<file path="config.mk">
export PLATFORM = sky130hd
export DESIGN_NAME = sample_serializer_flat
export DESIGN_NICKNAME = d
export VERILOG_FILES = /design/src/rtl/sample_serializer_if.sv /design/src/rtl/sample_serializer.sv /design/src/flat_wrapper.sv
export SDC_FILE = /design/constraint.sdc
export NUM_CORES = 1
export LEC_CHECK = 0
export CAP_MARGIN = 20
export CORE_ASPECT_RATIO = 1.25
export CORE_MARGIN = 2
export CORE_UTILIZATION = 45
export CTS_BUF_LIST = sky130_fd_sc_hd__clkbuf_16
export DETAILED_ROUTE_END_ITERATION = 8
export PLACE_DENSITY = 0.66
export SLEW_MARGIN = 20
export SYNTH_ARGS = -nofsm -noshare
export SYNTH_HDL_FRONTEND = slang
export SYNTH_SLANG_ARGS = --single-unit
</file>
<file path="constraint.sdc">
create_clock -name clk_in -period 4.98 [get_ports clk_in]
set_input_delay 1.245 -clock clk_in [delete_from_list [all_inputs] [get_ports clk_in]]
set_output_delay 1.245 -clock clk_in [all_outputs]
set_load 0.01 [all_outputs]
</file>
<file path="src/rtl/sample_serializer_if.sv">
// Sample-in / DAC-pins bundle for sample_serializer.
// The slave modport is the serializer's view; the master modport is the view of
// whatever drives samples and observes the DAC pins (the mixer side plus a monitor).
interface sample_serializer_if;
  logic [15:0] data_in;
  logic        data_valid_in;
  logic        bclk_out;
  logic        lrclk_out;
  logic        sdata_out;
  logic        frame_start_out;
  logic        overrun_out;

  modport slave (
    input  data_in,
    input  data_valid_in,
    output bclk_out,
    output lrclk_out,
    output sdata_out,
    output frame_start_out,
    output overrun_out
  );

  modport master (
    output data_in,
    output data_valid_in,
    input  bclk_out,
    input  lrclk_out,
    input  sdata_out,
    input  frame_start_out,
    input  overrun_out
  );
endinterface

</file>
<file path="src/rtl/sample_serializer.sv">
// Serial audio transmitter.
//
// A one-deep buffer holds the sample. The same 16-bit sample is sent MSB-first
// in both the left and the right slot of a 32-bit stereo frame.
// Define SAMPLE_SERIALIZER_LEFT_JUSTIFY_EN to select the left-justified format
// (no 1-bit delay). Without it, the block uses I2S format.
module sample_serializer #(
  parameter int unsigned BCLK_DIV = 16
) (
  input logic                 clk_in,
  input logic                 reset_in,
  sample_serializer_if.slave  bus_io
);

  localparam int unsigned CntW = (BCLK_DIV > 1) ? $clog2(BCLK_DIV) : 1;
  localparam logic [CntW-1:0] CntMax = CntW'(BCLK_DIV - 1);

  logic [CntW-1:0] cnt_q, cnt_d;
  logic            bclk_q, bclk_d;
  logic [4:0]      pos_q, pos_d;
  logic            lrclk_q, lrclk_d;
  logic            sdata_q, sdata_d;
  logic            frame_start_q, frame_start_d;
  logic            overrun_q, overrun_d;
  logic [15:0]     hold_q, hold_d;
  logic            hold_full_q, hold_full_d;
  logic [15:0]     cur_q, cur_d;

  logic            tick;
  logic            fall_evt;
  logic            boundary;
  logic [3:0]      slot_k;
  logic [3:0]      bit_idx;

  // Divider terminal count and the events it creates.
  always_comb begin
    tick     = (cnt_q == CntMax);
    fall_evt = tick & bclk_q;
    boundary = fall_evt & (pos_q == 5'd31);
  end

  // Next-state for clocking, buffering and the serial output bit.
  always_comb begin
    cnt_d         = tick ? '0 : cnt_q + 1'b1;
    bclk_d        = tick ? ~bclk_q : bclk_q;
    pos_d         = fall_evt ? pos_q + 5'd1 : pos_q;
    lrclk_d       = lrclk_q;
    sdata_d       = sdata_q;
    hold_d        = hold_q;
    hold_full_d   = hold_full_q;
    cur_d         = cur_q;
    frame_start_d = boundary;
    overrun_d     = 1'b0;
    slot_k        = pos_d[3:0];
    bit_idx       = 4'd0;

    // At the frame boundary the held sample moves on. If no sample is held, the
    // current one repeats.
    if (boundary) begin
      if (hold_full_q) begin
        cur_d = hold_q;
      end
      hold_full_d = 1'b0;
    end

    // If a load and a write occur together, the old hold has already moved to
    // cur above. The write then refills hold, so this does not count as an overrun.
    if (bus_io.data_valid_in) begin
      hold_d      = bus_io.data_in;
      hold_full_d = 1'b1;
      overrun_d   = hold_full_q & ~boundary;
    end

    if (fall_evt) begin
      lrclk_d = pos_d[4];
`ifdef SAMPLE_SERIALIZER_LEFT_JUSTIFY_EN
      bit_idx = 4'd15 - slot_k;
      sdata_d = cur_d[bit_idx];
`else
      // Offset 0 of each slot carries the LSB of the sample sent before it. At
      // pos 0 that is the previous frame's sample, so use the pre-load cur.
      bit_idx = 4'd0 - slot_k;
      sdata_d = (slot_k == 4'd0) ? cur_q[0] : cur_d[bit_idx];
`endif
    end
  end

  // State registers with synchronous active-high reset.
  always_ff @(posedge clk_in) begin
    if (reset_in) begin
      cnt_q         <= '0;
      bclk_q        <= 1'b0;
      pos_q         <= 5'd31;
      lrclk_q       <= 1'b0;
      sdata_q       <= 1'b0;
      frame_start_q <= 1'b0;
      overrun_q     <= 1'b0;
      hold_q        <= '0;
      hold_full_q   <= 1'b0;
      cur_q         <= '0;
    end else begin
      cnt_q         <= cnt_d;
      bclk_q        <= bclk_d;
      pos_q         <= pos_d;
      lrclk_q       <= lrclk_d;
      sdata_q       <= sdata_d;
      frame_start_q <= frame_start_d;
      overrun_q     <= overrun_d;
      hold_q        <= hold_d;
      hold_full_q   <= hold_full_d;
      cur_q         <= cur_d;
    end
  end

  // All outputs come straight from registers.
  always_comb begin
    bus_io.bclk_out        = bclk_q;
    bus_io.lrclk_out       = lrclk_q;
    bus_io.sdata_out       = sdata_q;
    bus_io.frame_start_out = frame_start_q;
    bus_io.overrun_out     = overrun_q;
  end

endmodule

</file>
<file path="src/flat_wrapper.sv">
// flat-port wrapper written by rule: the top's interface ports become plain ports
module sample_serializer_flat 
#(
  parameter int unsigned BCLK_DIV = 16
)
  (clk_in, reset_in, bus_io_data_in, bus_io_data_valid_in, bus_io_bclk_out, bus_io_lrclk_out, bus_io_sdata_out, bus_io_frame_start_out, bus_io_overrun_out);
  sample_serializer_if bus_io_i ();
  input logic clk_in;
  input logic reset_in;
  input wire logic [$bits(bus_io_i.data_in)-1:0] bus_io_data_in;
  input wire logic [$bits(bus_io_i.data_valid_in)-1:0] bus_io_data_valid_in;
  output wire logic [$bits(bus_io_i.bclk_out)-1:0] bus_io_bclk_out;
  output wire logic [$bits(bus_io_i.lrclk_out)-1:0] bus_io_lrclk_out;
  output wire logic [$bits(bus_io_i.sdata_out)-1:0] bus_io_sdata_out;
  output wire logic [$bits(bus_io_i.frame_start_out)-1:0] bus_io_frame_start_out;
  output wire logic [$bits(bus_io_i.overrun_out)-1:0] bus_io_overrun_out;
  assign bus_io_i.data_in = bus_io_data_in;
  assign bus_io_i.data_valid_in = bus_io_data_valid_in;
  assign bus_io_bclk_out = bus_io_i.bclk_out;
  assign bus_io_lrclk_out = bus_io_i.lrclk_out;
  assign bus_io_sdata_out = bus_io_i.sdata_out;
  assign bus_io_frame_start_out = bus_io_i.frame_start_out;
  assign bus_io_overrun_out = bus_io_i.overrun_out;
  sample_serializer #(.BCLK_DIV(BCLK_DIV)) u_core (.clk_in(clk_in), .reset_in(reset_in), .bus_io(bus_io_i));
endmodule
</file>
# Yosys cells after proc, flatten, opt, wreduce, memory -nomap -nowiden
# Cells that the tools add are included.
# totals
ff_bits,47
output_inout_bits,5
# op_classes
addsub,3
order_cmp,1
n_eq_ne,2
n_mux,8
bitwise_logic,6
reduce_logical,4
# op_table
operator,count
16-bit two-way mux,2
5-bit by 1-bit adder with 5-bit output (second input constant),1
5-bit == test (second input constant),1
4-bit by 5-bit less-than comparator with 1-bit output (second input constant),1
5-bit two-way mux,1
4-bit by 1-bit adder with 4-bit output (second input constant),1
1-bit binary-select mux with 4-bit select,1
4-bit == test (second input constant),1
4-bit logical NOT,1
1-bit two-way mux,4
2-bit OR reduction,2
1-bit by 4-bit subtractor with 4-bit output (first input constant),1
1-bit AND,3
1-bit NOT,3
2-bit nonzero test,1

# Logic depth before layout (Yosys ltp)
# depth
word_depth,7
mapped_depth,13
depth_no_buf,11

# Worst setup path before layout
# Ideal clock, no wire load.
# synth_path
path_kind,register to register
startpoint,register u_core.pos_q[2]
endpoint,register u_core.sdata_q (netlist: u_core.bus_io.sdata_out)
setup_ns,0.069
arrival_ns,2.453
t_required_ns,4.911
setup_slack_ns,2.458
stages_incl_launch_ff,12
path_buffers,3
synth_period_minus_slack_ns,2.522
path_cell_list,dfxtp_1 > clkbuf_1 > and3_1 > ha_1 > clkbuf_1 > nand3_4 > buf_12 > mux2i_1 > mux4_1 > a22oi_1 > mux2i_1 > o21ai_1
# synth_between
elab_chain_len,6
elab_cells_between_ends,10
# synth_lines
item,line_no,text
from (decl),sample_serializer.sv:20,"logic [4:0] pos_q, pos_d;"
from (signal assigned),sample_serializer.sv:104,pos_q <= pos_d;
5-bit by 1-bit adder with 5-bit output or 5-bit == test (tied branches),"sample_serializer.sv:46, sample_serializer.sv:39",
5-bit two-way mux or 1-bit AND (tied branches),"sample_serializer.sv:46, sample_serializer.sv:39",
1-bit by 4-bit subtractor with 4-bit output or 16-bit two-way mux (tied branches),"sample_serializer.sv:82, sample_serializer.sv:59",
1-bit binary-select mux with 4-bit select,sample_serializer.sv:83,sdata_d = (slot_k == 4'd0) ? cur_q[0] : cur_d[bit_idx];
1-bit two-way mux (not written as such),sample_serializer.sv:83,
1-bit two-way mux *,sample_serializer.sv:83,
to (signal assigned),sample_serializer.sv:106,sdata_q <= sdata_d;
to (decl),sample_serializer.sv:22,"logic sdata_q, sdata_d;"
# Every way passes the cells marked *; elsewhere a longest branch is shown, timed or not. The select of a mux whose other input is x is not followed.
# A chain may end at the register's enable or synchronous reset.

# Final worst setup path
# layout_path
startpoint,register u_core.pos_q[0]
endpoint,register u_core.sdata_q (netlist: u_core.bus_io.sdata_out)
# The elaborated chain is that of the path after synthesis.

==> results by group <==
Status
  – Outcome: finished, final reports clean

Clock tree
  – TritonCTS clock tree: yes
  – Longest Clk Path Bufs: 2
  – Later-pin clock latency in the skew report: about 0.28 ns
  – CTS Buf Count: 5
  – Cts hold-fix bufs: 0
  – Post-CTS Setup Repair Bufs: 0
  – CTS H-tree lvls: 2
  – Post-cts resize count: 0
  – Clock slew at reported path FFs: about 0.060 ns
  – Root cell of the clock tree: clkbuf_16
  – CTS Sinks: 47

Synth
  – Adder-cell share of the synthesized area: 2.31%
  – Synth Area in Simple Gates: 17.7%
  – Ys flop type: dfxtp_1
  – Syn Area/Cell: around 9.9 um^2
  – Syn nets: roughly 240
  – Synth Warn #: 0
  – EDFF count, synth: 0
  – Yosys top cell area share: 43.4%
  – Post-synthesis mux area share: 20.0%
  – Asr flop ratio synth: 0%
  – Leading area contributor after synthesis: dfxtp_1
  – Distinct cells, synth: 46
  – Synth Area in XOR/XNOR: around 3.8%
  – Mapped Area: between 0.002 and 0.0025 mm^2
  – Cells after synthesis: 220
  – Top cells by area, synth: dfxtp_1 43%, mux2i_1 16%, nor2_1 6.2%
  – Post-synthesis sequential area ratio: between 40% and 50%
  – Post-synthesis register bit count: between 40 and 50
  – Largest family of logic cells by synthesized area: multiplexers
  – Compound-Gate Fraction of Synth Area: a little over 8%

Routing
  – Routed WL per cell: ~13 um
  – Routed Antenna Nets: 0
  – Vias/cell: just over 5
  – DRT iter0 DRCs: 78
  – Via count: 1529
  – Initial DRT Pass Iterations: 4
  – Drc violations: 0
  – Post-Route WL: 3920 um

STA
  – Setup TNS: 0 ns
  – Final Setup Violations: 0
  – Fin crit share: between 50% and 60%
  – Worst slew margin: around 30%
  – Fin crit period: about 2.9 ns
  – Fmax: 344 MHz
  – Clock skew: 0.00335 ns
  – Unrepaired setup endpoints after global routing: no
  – Worst Max-Slew Pin Slew: 1.05 ns
  – Hold Fails Final Rpt: 0
  – Slew Limit Fails: 0

Final layout
  – Util after Layout: a little over half
  – Synth-to-Final Area Change: 17.5%
  – Reg area: around 940 um^2
  – Antenna Cells: 0
  – Design area: 0.00255 mm^2
  – Post-Layout Cell Count: between 200 and 300
  – Fillers: about 430
  – Nets: 258
  – Multi-input gate area: between 0.001 and 0.0015 mm^2
  – Share of layout cells above drive strength 1: ~6.8%
  – Most frequent cells in the layout: 47 x dfxtp_1, 36 x nor2_1, 34 x mux2i_1, 23 x clkdlybuf4s50_1, 16 x nand2_1
  – Most common cell after layout, fill and taps aside: dfxtp_1

Floorplan
  – Die height: just over 80 um
  – Die area: between 0.005 and 0.006 mm^2
  – FP Rows: 28
  – I/O pin cnt: 24
  – Die Wd: ~66 um
  – Initial Util: a little under half
  – Core ar.: between 0.004 and 0.005 mm^2

Pwr
  – Leakage: ~0.0011 uW
  – PwrDens: between 300 and 400 mW/mm^2
  – Worst vdd ir: between 0.2 and 0.25 mV

GRT
  – Overall routing resource usage: around 16%
  – Global-route wire length before repair: slightly below 7000 um
  – Number of global-route vias before repair: 1435
  – Largest net degree at the start of global routing: 32
  – Initial antenna violation count: 0
  – Total gr overflow: 0

Placed design
  – Detail Placement HPWL: around 2800 um
  – Cell Area, Placed: ~0.0024 mm^2
  – Gpl congestion: 0.825
  – Port bufs: 23
  – Inst Count DP: roughly 290

Worst setup path
  – Type of origin of the critical path: flop
  – WS Path Type: reg2reg
  – Critical Path Fanout Max: 16
  – WP data arrival: approximately 3.1 ns
  – CP endpoint kind: flop
  – Reg2Reg Setup Slack: around 2.1 ns
  – CP required: between 5 and 6 ns

Run
  – Max Cap Viol: 0

Worst hold path
  – Hold/Removal Path Class: reg2reg
==> sequential cells by signal, indices dropped and copies added (netlist names) <==
signal                         count
u_core.bus_io.frame_start_out      1
u_core.pos_q                       5
u_core.hold_q                     16
u_core.bus_io.lrclk_out            1
u_core.hold_full_q                 1
u_core.bus_io.overrun_out          1
u_core.cnt_q                       4
u_core.cur_q                      16
u_core.bus_io.sdata_out            1
u_core.bus_io.bclk_out             1
==> stage by stage <==
step                hold slack, ns  worst slack [ns]  power (uW)
global route                 0.476              1.79         794
floorplan                    0.439              2.46         428
CTS                          0.461              2.05         773
global placement             0.447              1.92         448
detailed placement           0.452              1.94         448
finish                       0.458              2.07         765
==> layer usage <==
layer	vias up	share of wire [%]	global-route usage, %
li1	796	-	-
met1	703	47	21.5
met2	25	48	26.4
met3	5	3.2	3.70
met4	0	1.3	6.12
met5	-	0	0
==> critical path, cell delays in order (launching register included) <==
cell     delay (ns)
dfxtp_1        0.62
ha_1           0.32
and3_1         0.18
ha_1           0.32
nand3_4        0.29
mux2i_1        0.22
mux4_1         0.50
a22oi_1        0.17
mux2i_1        0.09
o21ai_1        0.11
==> path summary, 6_finish.rpt <==
kind | end | start | depth (start not counted)
max | u_core.bus_io.sdata_out | u_core.pos_q[0] | 9
min | u_core.bus_io.lrclk_out | u_core.bus_io.lrclk_out | 2
max reg2reg | u_core.bus_io.sdata_out | u_core.pos_q[0] | 9
min reg2reg | u_core.bus_io.lrclk_out | u_core.bus_io.lrclk_out | 2
==> logic make-up after synthesis <==
kind of cell | after synthesis
simple gates | 78
flops | 47
mux | 38
compound gates | 28
buf+inv | 18
xor+xnor | 7
fa+ha+maj | 4
==> area by class of cell <==
type                       instances  area share, %
clock buffer                       5           4.91
inverter                           1          0.147
sequential                        47           36.9
timing repair buffer              25           9.92
multi-input combinational        155           44.4
clock inverter                     3          0.786
tap                               60           2.95
==> cell usage after synthesis, types with 2 or more instances <==
library cell,number
nor3_1,4
mux4_2,3
a31oi_1,3
and3_1,3
dfxtp_1,47
a21o_1,5
buf_2,2
nor2_1,36
nand2_1,16
nand2b_1,4
a21oi_1,10
clkbuf_1,11
mux2i_1,34
xnor2_1,3
xor2_1,2
ha_1,4
nor3b_1,4
==> power breakdown <==
part	internal (uW)	switching, uW
Combinational	28.0	17.5
Clock	185	140
Sequential	387	8.51
Total	599	166
No activity file was read; power rests on OpenSTA's default activity.
